File: src/rtl/cache_pkg.sv
// Shared types and geometry helpers for the cache writeback path.
// Widths are derived from the block/word/address parameters of the instantiating module.
package cache_pkg;

  localparam int unsigned DefAddressWidth = 32;
  localparam int unsigned DefDataWidth    = 32;
  localparam int unsigned DefBlockSize    = 32;
  localparam int unsigned DefTagWidth     = DefAddressWidth - $clog2(DefBlockSize);

  function automatic int unsigned offsetWidth(input int unsigned blockSize);
    return $clog2(blockSize);
  endfunction

  function automatic int unsigned tagWidth(input int unsigned addressWidth,
                                           input int unsigned blockSize);
    return addressWidth - $clog2(blockSize);
  endfunction

  function automatic int unsigned wordsPerBlock(input int unsigned blockSize,
                                                input int unsigned dataWidth);
    return blockSize * 8 / dataWidth;
  endfunction

  // A single-word block still needs a one-bit beat counter.
  function automatic int unsigned beatWidth(input int unsigned blockSize,
                                            input int unsigned dataWidth);
    int unsigned wpb;
    wpb = blockSize * 8 / dataWidth;
    return (wpb > 1) ? $clog2(wpb) : 1;
  endfunction

  // Entry layout at the default geometry.
  typedef struct packed {
    logic [DefTagWidth-1:0]    tag;
    logic [DefBlockSize*8-1:0] data;
  } wb_entry_t;

  typedef enum logic [1:0] {
    DRAIN_IDLE,
    SEND,
    WAIT_RESP
  } drain_state_e;

endpackage

File: src/rtl/writeback_fifo.sv
// Victim-block storage for the writeback buffer: circular queue of {tag, data} entries
// with per-entry valid bits and a combinational tag snoop.
module writeback_fifo #(
  parameter int unsigned TAG_WIDTH = 27,
  parameter int unsigned DATA_BITS = 256,
  parameter int unsigned DEPTH     = 2
) (
  input  logic                       clk,
  input  logic                       reset_n,
  input  logic                       pushValid,
  output logic                       pushReady,
  input  logic [TAG_WIDTH-1:0]       pushTag,
  input  logic [DATA_BITS-1:0]       pushData,
  input  logic                       pop,
  output logic [TAG_WIDTH-1:0]       headTag,
  output logic [DATA_BITS-1:0]       headData,
  input  logic [TAG_WIDTH-1:0]       snoopTag,
  output logic                       snoopHit,
  output logic [$clog2(DEPTH+1)-1:0] count
);

  localparam int unsigned PtrWidth   = (DEPTH > 1) ? $clog2(DEPTH) : 1;
  localparam int unsigned CountWidth = $clog2(DEPTH + 1);

  logic [TAG_WIDTH-1:0]  tagQ  [DEPTH];
  logic [DATA_BITS-1:0]  dataQ [DEPTH];
  logic [DEPTH-1:0]      validQ;
  logic [PtrWidth-1:0]   wrPtrQ, rdPtrQ, wrPtrNext, rdPtrNext;
  logic [CountWidth-1:0] countQ;
  logic                  push;

  assign pushReady = (countQ < CountWidth'(DEPTH));
  assign push      = pushValid && pushReady;

  assign wrPtrNext = (wrPtrQ == PtrWidth'(DEPTH - 1)) ? '0 : wrPtrQ + 1'b1;
  assign rdPtrNext = (rdPtrQ == PtrWidth'(DEPTH - 1)) ? '0 : rdPtrQ + 1'b1;

  always_ff @(posedge clk or negedge reset_n) begin
    if (!reset_n) begin
      validQ <= '0;
      wrPtrQ <= '0;
      rdPtrQ <= '0;
      countQ <= '0;
    end else begin
      if (pop) begin
        validQ[rdPtrQ] <= 1'b0;
        rdPtrQ         <= rdPtrNext;
      end
      if (push) begin
        validQ[wrPtrQ] <= 1'b1;
        wrPtrQ         <= wrPtrNext;
      end
      case ({push, pop})
        2'b10:   countQ <= countQ + 1'b1;
        2'b01:   countQ <= countQ - 1'b1;
        default: countQ <= countQ;
      endcase
    end
  end

  // Payload storage needs no reset; validQ alone says what is held.
  always_ff @(posedge clk) begin
    if (push) begin
      tagQ[wrPtrQ]  <= pushTag;
      dataQ[wrPtrQ] <= pushData;
    end
  end

  assign headTag  = tagQ[rdPtrQ];
  assign headData = dataQ[rdPtrQ];
  assign count    = countQ;

  // A block being accepted this cycle must already stall a matching miss.
  always_comb begin
    snoopHit = push && (pushTag == snoopTag);
    for (int unsigned i = 0; i < DEPTH; i++) begin
      if (validQ[i] && (tagQ[i] == snoopTag)) begin
        snoopHit = 1'b1;
      end
    end
  end

endmodule

File: src/rtl/writeback_buffer.sv
// Writeback buffer: queues evicted dirty blocks and drains each one to memory a word per beat,
// waiting for the write response before popping it.
module writeback_buffer
  import cache_pkg::*;
#(
  parameter int unsigned ADDRESS_WIDTH = 32,
  parameter int unsigned DATA_WIDTH    = 32,
  parameter int unsigned BLOCK_SIZE    = 32,
  parameter int unsigned DEPTH         = 2
) (
  input  logic                       clk,
  input  logic                       reset_n,
  input  logic                       wb_valid,
  output logic                       wb_ready,
  input  logic [ADDRESS_WIDTH-1:0]   wb_addr,
  input  logic [BLOCK_SIZE*8-1:0]    wb_data,
  output logic                       wb_done,
  input  logic [ADDRESS_WIDTH-1:0]   snoop_addr,
  output logic                       snoop_hit,
  output logic                       mem_valid,
  input  logic                       mem_ready,
  output logic [ADDRESS_WIDTH-1:0]   mem_addr,
  output logic [DATA_WIDTH-1:0]      mem_wdata,
  input  logic                       mem_resp,
  output logic                       empty,
  output logic [$clog2(DEPTH+1)-1:0] count
);

  localparam int unsigned OffsetWidth = offsetWidth(BLOCK_SIZE);
  localparam int unsigned TagWidth    = tagWidth(ADDRESS_WIDTH, BLOCK_SIZE);
  localparam int unsigned Wpb         = wordsPerBlock(BLOCK_SIZE, DATA_WIDTH);
  localparam int unsigned BeatW       = beatWidth(BLOCK_SIZE, DATA_WIDTH);
  localparam int unsigned BlockBits   = BLOCK_SIZE * 8;

  drain_state_e            stateQ, stateD;
  logic [BeatW-1:0]        beatQ, beatD;
  logic                    wbDoneQ, wbDoneD;
  logic                    pop;
  logic [TagWidth-1:0]     headTag;
  logic [BlockBits-1:0]    headData;
  logic [OffsetWidth-1:0]  beatOffset;
  logic                    unusedOffsetBits;

  assign unusedOffsetBits = ^{wb_addr[OffsetWidth-1:0], snoop_addr[OffsetWidth-1:0]};

  writeback_fifo #(
    .TAG_WIDTH (TagWidth),
    .DATA_BITS (BlockBits),
    .DEPTH     (DEPTH)
  ) u_fifo (
    .clk       (clk),
    .reset_n   (reset_n),
    .pushValid (wb_valid),
    .pushReady (wb_ready),
    .pushTag   (wb_addr[ADDRESS_WIDTH-1:OffsetWidth]),
    .pushData  (wb_data),
    .pop       (pop),
    .headTag   (headTag),
    .headData  (headData),
    .snoopTag  (snoop_addr[ADDRESS_WIDTH-1:OffsetWidth]),
    .snoopHit  (snoop_hit),
    .count     (count)
  );

  always_ff @(posedge clk or negedge reset_n) begin
    if (!reset_n) begin
      stateQ  <= DRAIN_IDLE;
      beatQ   <= '0;
      wbDoneQ <= 1'b0;
    end else begin
      stateQ  <= stateD;
      beatQ   <= beatD;
      wbDoneQ <= wbDoneD;
    end
  end

  always_comb begin
    stateD  = stateQ;
    beatD   = beatQ;
    wbDoneD = 1'b0;
    pop     = 1'b0;
    case (stateQ)
      DRAIN_IDLE: begin
        if (count != '0) begin
          beatD  = '0;
          stateD = SEND;
        end
      end
      SEND: begin
        if (mem_ready) begin
          if (beatQ == BeatW'(Wpb - 1)) begin
            stateD = WAIT_RESP;
          end else begin
            beatD = beatQ + 1'b1;
          end
        end
      end
      WAIT_RESP: begin
        if (mem_resp) begin
          pop     = 1'b1;
          wbDoneD = 1'b1;
          stateD  = DRAIN_IDLE;
        end
      end
      default: stateD = DRAIN_IDLE;
    endcase
  end

  assign beatOffset = OffsetWidth'(beatQ) * OffsetWidth'(DATA_WIDTH / 8);

  // Address and data are driven only while a beat is offered so they read 0 otherwise.
  assign mem_valid = (stateQ == SEND);
  assign mem_addr  = mem_valid ? {headTag, beatOffset} : '0;
  assign mem_wdata = mem_valid ? headData[beatQ*DATA_WIDTH +: DATA_WIDTH] : '0;
  assign wb_done   = wbDoneQ;
  assign empty     = (count == '0);

endmodule
File: config.mk
export PLATFORM = sky130hd
export DESIGN_NAME = writeback_buffer
export DESIGN_NICKNAME = d
export VERILOG_FILES = /design/src/rtl/cache_pkg.sv /design/src/rtl/writeback_fifo.sv /design/src/rtl/writeback_buffer.sv
export SDC_FILE = /design/constraint.sdc
export NUM_CORES = 1
export LEC_CHECK = 0
export CAP_MARGIN = 20
export CELL_PAD_IN_SITES_DETAIL_PLACEMENT = 1
export CELL_PAD_IN_SITES_GLOBAL_PLACEMENT = 2
export CORE_ASPECT_RATIO = 0.9
export CORE_MARGIN = 1
export CORE_UTILIZATION = 40
export DETAILED_ROUTE_END_ITERATION = 7
export GPL_TIMING_DRIVEN = 0
export HOLD_SLACK_MARGIN = 0.06
export MAX_ROUTING_LAYER = met4
export PLACE_DENSITY_LB_ADDON = 0.25
export SLEW_MARGIN = 30
export SYNTH_ARGS = -nofsm -noshare
export SYNTH_HDL_FRONTEND = slang
export SYNTH_SLANG_ARGS = --single-unit
File: constraint.sdc
create_clock -name clk -period 14.7 [get_ports clk]
set_input_delay 1.47 -clock clk [delete_from_list [all_inputs] [get_ports clk]]
set_output_delay 1.47 -clock clk [all_outputs]
set_load 0.02 [all_outputs]
==> key figures, run 1 <==
Worst setup path
  • CP max FO: 3
  • CP Capture Type: output port
  • CP required: 13.23 ns
  • Startpoint Class: input pin
  • CP arrival: 3.72 ns
  • Worst R2R Path Depth: 9
  • Crit Path Class: input pin to output port

Clock network
  • Clk sinks: 578
  • Num CTS Buffers: 60
  • Post-CTS Repair Setup Buffers: 0
  • Clock transition at path regs: 0.06 ns
  • CTS Buffer Depth: 3
  • CTS resizes: 0
  • Clock latency on the worst-skew pair: 0.61 ns
  • Post-CTS Hold Fix Bufs: 0
  • CTS tree: yes
  • CTS root buf: clkbuf_16
  • H-tree depth: 2

Logic synthesis
  • Largest cells by area after synthesis: edfxtp_1 75%, mux4_2 13%, a22oi_1 2.1%, xnor2_1 1.9%, xor2_1 1.5%
  • Most frequent cells after synthesis: 566 x edfxtp_1, 128 x mux4_2, 64 x a22oi_1, 48 x xnor2_1, 38 x xor2_1
  • Ys async rst share: 2.08%
  • Cells after synthesis: 1,063
  • Avg Cell Area, Syn: 21.3 um2
  • EDFF count, synth: 566
  • Primary FF master, synth: edfxtp_1
  • Synth top area share: 75.0%
  • Yosys top cell by area: edfxtp_1
  • Warnings from Yosys: 0
  • Sequential area share after synthesis: 76.3%
  • Synthesized flop and latch total: 578
  • Most common cell in the synthesized netlist: edfxtp_1
  • Unique masters post-synth: 33
  • Mapped Area: 0.0227 mm2

Place
  • Worst slack at placement: 9.49 ns
  • DP HPWL: 43.1 mm
  • Placed insts: 2,226
  • Gpl congestion: 0.784
  • I/O Buffers: 383

Die
  • Rows: 82
  • Die Y: 228 um
  • Starting density of the core: 40.6%
  • Die area: 0.0576 mm2
  • Io pins: 396
  • Core box area: 0.0558 mm2
  • Die Wd: 253 um

Timing
  • Pins Over Slew Limit: 0
  • Worst slew pin tran: 0.944 ns
  • Final Cycle Share: 35.3%
  • Minimum clock period: 5.19 ns
  • Fin. Hold Viols: 0
  • Clock Skew: 0.0141 ns
  • RSZ-0062 raised after global routing: false
  • Hold WS: 0.481 ns
  • Slew Limit Headroom: 37.1%
  • Peak Freq: 193 MHz
  • Final setup fails: 0
  • Setup TNS: 0 ns
  • Final setup margin: 9.51 ns

Power and ir drop
  • Cell area power density: 174 mW/mm2
  • Leakage: 0.00959 uW
  • Worst VDD drop: 0.000108 V

Drt
  • Routed vias: 12,300
  • Wire per inst: 26.0 um
  • Drt total wl: 61.3 mm
  • Initial DRT Pass Iterations: 4
  • Iter 0 DRT Violations: 696
  • Vias per cell: 5.20
  • Final ANT Viol Nets: 0
  • DRC: 0

Global routing
  • Largest net degree at the start of global routing: 47
  • First-pass GRT wire length: 89.6 mm
  • Gr ovfl total: 0
  • Antenna violations before repair: 22
  • Total track usage: 22.1%
  • Vias in the first global route: 13,600

Run status
  • Status: finished, final reports clean

Hold path
  • Worst min-delay path category: flip-flop to flip-flop
  • WHS Path Cells: 1

Cells and area
  • Fin cells: 2,358
  • Layout cells sized above 1: 16.9%
  • Fillers: 5,074
  • Reg area: 0.0173 mm2
  • Syn-to-layout area delta: 32.4%
  • Final Util: 53.8%
  • # nets final: 1,860
  • Area of the multi-input gates: 0.00505 mm2

Flow run
  • Max Cap Viol: 0
[state kept, by name, summed over array words and instances (netlist names)]
register and flops:
beatQ 3, stateQ 2, u_fifo.count 2, u_fifo.dataQ 512
u_fifo.rdPtrQ 1, u_fifo.tagQ 54, u_fifo.validQ 2, u_fifo.wrPtrQ 1
wb_done 1
[layout make-up]
cell class	instances	share of cell area, %
Sequential cell	578	57.6
Multi-Input combinational cell	427	16.8
Timing Repair Buffer	406	14.8
Clock buffer	79	5.48
Tap cell	756	3.15
Buffer	56	1.06
Clock inverter	29	0.826
Antenna cell	24	0.200
Inverter	3	0.0375
[per-layer routing]
layer / share of wire [%] / GRT usage (%)
met5: 0 / -
met1: 41 / 27.4
met4: 1.6 / 5.06
met3: 6.9 / 5.96
met2: 51 / 36.3
[critical path, cell delays in order]
cell,delay [ns]
clkdlybuf4s50_1,0.49
xnor2_1,0.34
nand4_1,0.19
nor4_1,0.30
nand4_1,0.15
nand3_1,0.16
clkdlybuf4s50_1,0.62
[path summary, 6_finish.rpt]
check	startpoint	end	slack (ns)
max	snoop_addr[24]	snoop_hit	9.51
min	u_fifo.validQ[1]$_DFF_PN0_	u_fifo.validQ[1]$_DFF_PN0_	0.48
max reg2reg	u_fifo.count[1]$_DFFE_PN0P_	u_fifo.dataQ[0][114]$_DFFE_PP_	11.71
min reg2reg	u_fifo.validQ[1]$_DFF_PN0_	u_fifo.validQ[1]$_DFF_PN0_	0.48
max in group asynchronous	reset_n	beatQ[1]$_DFFE_PN0P_	13.12
min in group asynchronous	reset_n	u_fifo.validQ[0]$_DFF_PN0_	1.21
[where the power goes]
group	switching [uW]	leakage (uW)	internal (uW)
sequential	81.3	0.00533	2140
combinational	864	0.00332	684
clock	624	0.000931	837
total	1570	0.00959	3660
[metrics by stage]
step	power [uW]	instance area (um2)
floorplan	3160	22700
global placement	3900	27400
detailed placement	3830	28100
CTS	5310	29900
global route	5450	30000
finish	5230	30000
[placed cells by master, fill, tap and decap left out, types with 2 or more instances in the layout]
cell,netlist,layout
edfxtp_1,566,566
clkdlybuf4s50_1,0,383
mux4_2,128,128
a22oi_1,64,64
clkbuf_16,0,62
xnor2_1,48,48
clkbuf_1,25,39
xor2_1,38,38
a21oi_1,32,32
nor2_1,33,32
mux2i_1,27,27
diode_2,0,24
buf_16,0,18
buf_2,17,17
nand4_1,15,15
nor4_1,12,12
dfrtp_1,12,12
clkinv_1,0,12
clkinv_2,0,11
buf_6,8,8
buf_12,0,5
and2_1,5,4
buf_4,4,4
nand2b_1,3,3
o21ai_1,3,3
nor2b_1,3,3
ha_1,3,3
bufinv_16,0,3
clkbuf_8,0,3
nand3_1,2,2
nand2_1,2,2
a22o_1,2,2
inv_1,2,2
conb_1,1,2
[cells by family after synthesis]
logic type | after synthesis | synth area share (%)
other | 1 | 0.0165
AOI/OAI and AO/OA | 104 | 3.07
adders and majority gates | 3 | 0.166
xor gates and xnor gates | 86 | 3.32
muxes | 156 | 14.0
and+or+nand+nor | 76 | 1.69
buffers and inverters | 59 | 1.45
DFF | 578 | 76.3
No activity file was read; power rests on OpenSTA's default activity.
==> inputs of run 2 (changes only) <==
--- a/config.mk
+++ b/config.mk
@@ -10,7 +10,7 @@
 export CELL_PAD_IN_SITES_GLOBAL_PLACEMENT = 2
 export CORE_ASPECT_RATIO = 0.9
 export CORE_MARGIN = 1
-export CORE_UTILIZATION = 40
+export CORE_UTILIZATION = 36
 export DETAILED_ROUTE_END_ITERATION = 7
 export GPL_TIMING_DRIVEN = 0
 export HOLD_SLACK_MARGIN = 0.06
==> constraint.sdc (replaced) <==
create_clock -name clk -period 4.2 [get_ports clk]
set_input_delay 0.42 -clock clk [delete_from_list [all_inputs] [get_ports clk]]
set_output_delay 0.42 -clock clk [all_outputs]
set_load 0.02 [all_outputs]
==> run 2 against run 1 <==
Compared with the run above:
- critical endpoint is now mem_wdata[12]
- setup slack worse by 9.2 ns
- combinational power increased to 3.5 times the previous value
- sequential power rose to 3.5 times the previous value
- critical path depth is 2 lower
- flip-flop and latch count unchanged
- sequential share of layout area shrank 0.12 points
- register-to-register slack got worse by 11 ns
- largest power group unchanged
- first-iteration DRC count down 5.7%
- largest cell class unchanged
- wire length is 1.4% higher
- critical path type is now flip-flop to output port
- core utilization shrank 5.1 points
- non-clock buffer count rose by 2
- hold slack worse by 0.31 ns
==> key figures, run 2 (synthesis results as in run 1) <==
Run status
  • Status: finished, final reports clean

Timing
  • Fin. Hold Viols: 0
  • Setup TNS: 0 ns
  • Final Cycle Share: 92.7%
  • Final setup fails: 0
  • Pins Over Slew Limit: 0
  • Worst slew pin tran: 0.865 ns
  • Slew Limit Headroom: 42.3%
  • Peak Freq: 257 MHz
  • RSZ-0062 raised after global routing: false
  • Final setup margin: 0.308 ns
  • Minimum clock period: 3.89 ns
  • Clock Skew: 0.0110 ns

Worst setup path
  • Worst R2R Path Depth: 11
  • Crit path cell chain: nor2_1, clkbuf_1, a22oi_1, a21oi_1, clkdlybuf4s50_1
  • CP arrival: 3.47 ns
  • Slowest CP cell: clkbuf_1
  • Slowest stage delay, CP: 0.70 ns
  • RR Endpoint: u_fifo.dataQ[0][206]$_DFFE_PP_
  • Crit Path Class: flip-flop to output port
  • Reg2reg setup slack: 1.19 ns
  • Setup crit start: beatQ[2]$_DFFE_PN0P_
  • CP required: 3.78 ns
  • CP Capture Type: output port
  • Startpoint Class: flip-flop
  • CP max FO: 10
  • R2r startpoint: u_fifo.count[1]$_DFFE_PN0P_

Clock network
  • Clk sinks: 578
  • Clock transition at path regs: 0.06 ns
  • CTS root buf: clkbuf_16
  • Num CTS Buffers: 60
  • Clock latency on the worst-skew pair: 0.62 ns
  • Post-CTS Hold Fix Bufs: 0
  • CTS tree: yes
  • CTS Buffer Depth: 3
  • Post-CTS Repair Setup Buffers: 0
  • H-tree depth: 2

Drt
  • Routed vias: 12,200
  • Vias per cell: 5.00
  • Iter 0 DRT Violations: 656
  • Drt total wl: 62.1 mm
  • Final ANT Viol Nets: 0
  • Initial DRT Pass Iterations: 5
  • DRC: 0
  • Wire per inst: 25.5 um

Die
  • Die Wd: 266 um
  • Die area: 0.0640 mm2
  • Starting density of the core: 36.7%
  • Io pins: 396
  • Core box area: 0.0618 mm2
  • Die Y: 240 um
  • Rows: 86

Cells and area
  • Fin cells: 2,438
  • Design area: 0.0301 mm2
  • Layout cells sized above 1: 17.2%
  • Max reg flops: 512
  • Most frequent cells in the layout: 566 x edfxtp_1, 383 x clkdlybuf4s50_1, 128 x mux4_2, 64 x a22oi_1, 60 x clkbuf_16
  • Most common cell after layout, fill and taps aside: edfxtp_1
  • Syn-to-layout area delta: 32.7%
  • Fillers: 5,779
  • Biggest regs: u_fifo.dataQ x512, u_fifo.tagQ x54, beatQ x3
  • Final Util: 48.7%
  • Top reg by flops: u_fifo.dataQ
  • # nets final: 1,862

Global routing
  • Total track usage: 20.0%
  • Gr ovfl total: 0
  • Antenna violations before repair: 18
  • First-pass GRT wire length: 89.4 mm
  • Vias in the first global route: 13,600
  • Largest net degree at the start of global routing: 47

Power and ir drop
  • Worst VDD drop: 0.000376 V
  • Leakage: 0.00957 uW
  • Cell area power density: 605 mW/mm2

Flow run
  • Max Cap Viol: 0

Place
  • Gpl congestion: 0.785
  • Placed Area: 0.0282 mm2
  • Worst slack at placement: 0.648 ns
  • DP HPWL: 44.7 mm
  • Placed insts: 2,308
  • I/O Buffers: 383

Hold path
  • Worst min-delay path category: input pin to asynchronous set/reset pin
run 2: changes by cell type in the layout (fill, tap and decap cells not counted), moves of 2 or more:
cell,delta
clkinvlp_4,+2
diode_2,-6
buf_12,+2
clkbuf_8,-3
clkinv_1,+5
clkbuf_16,-2
run 2: critical path: cells and delay by family, from the launching register on:
family,cells,cell delay [ns]
flops,1,0.43
compound gates,2,0.50
buf+inv,2,1.35
simple gates,1,0.56
run 2: metrics by stage:
stage | total power, uW | hold slack (ns)
after global placement | 13300 | 0.468
final | 18200 | 0.167
after global routing | 19000 | 0.176
after floorplan | 10800 | 0.124
after CTS | 18500 | 0.147
after detailed placement | 13500 | 0.488
run 2: layout make-up:
| class | instances | area (um2) | share of cell area, % |
|---|---|---|---|
| Clock inverter | 38 | 283 | 0.940 |
| Timing Repair Buffer | 408 | 4460 | 14.8 |
| Buffer | 56 | 319 | 1.06 |
| Multi-Input combinational cell | 427 | 5060 | 16.8 |
| Inverter | 3 | 11.3 | 0.0374 |
| Antenna cell | 18 | 45.0 | 0.150 |
| Clock buffer | 74 | 1550 | 5.17 |
| Sequential cell | 578 | 17300 | 57.5 |
| Tap cell | 836 | 1050 | 3.48 |
run 2: report_power, final:
part	total (uW)	leakage, uW	switching, uW	internal [uW]
registers	7760	0.00533	280	7480
clock network	4990	0.000898	2180	2810
logic	5440	0.00334	3030	2410
total	18200	0.00957	5490	12700
run 2: timing repair:
action	CTS	global route
hold endpoints to repair	0	0
endpoints found under the setup margin	0	2
resized for setup	0	3
run 2: worst max-delay path by stage:
stage / end / slack (ns)
after global placement: u_fifo.dataQ[0][110]$_DFFE_PP_ / -4.28
after detailed placement: u_fifo.dataQ[0][81]$_DFFE_PP_ / 0.65
final: mem_wdata[12] / 0.31
after floorplan: u_fifo.dataQ[0][0]$_DFFE_PP_ / -1.09
after CTS: mem_wdata[1] / 0.08
after global routing: mem_wdata[1] / 0.10
run 2: routing by layer:
| metal | vias up | wire length [um] | GRT usage, % |
|---|---|---|---|
| li1 | 5405 | - | - |
| met1 | 6369 | 25500 | 24.6 |
| met2 | 329 | 31200 | 32.9 |
| met3 | 78 | 4230 | 5.23 |
| met4 | 0 | 1160 | 5.09 |
| met5 | - | 0 | - |
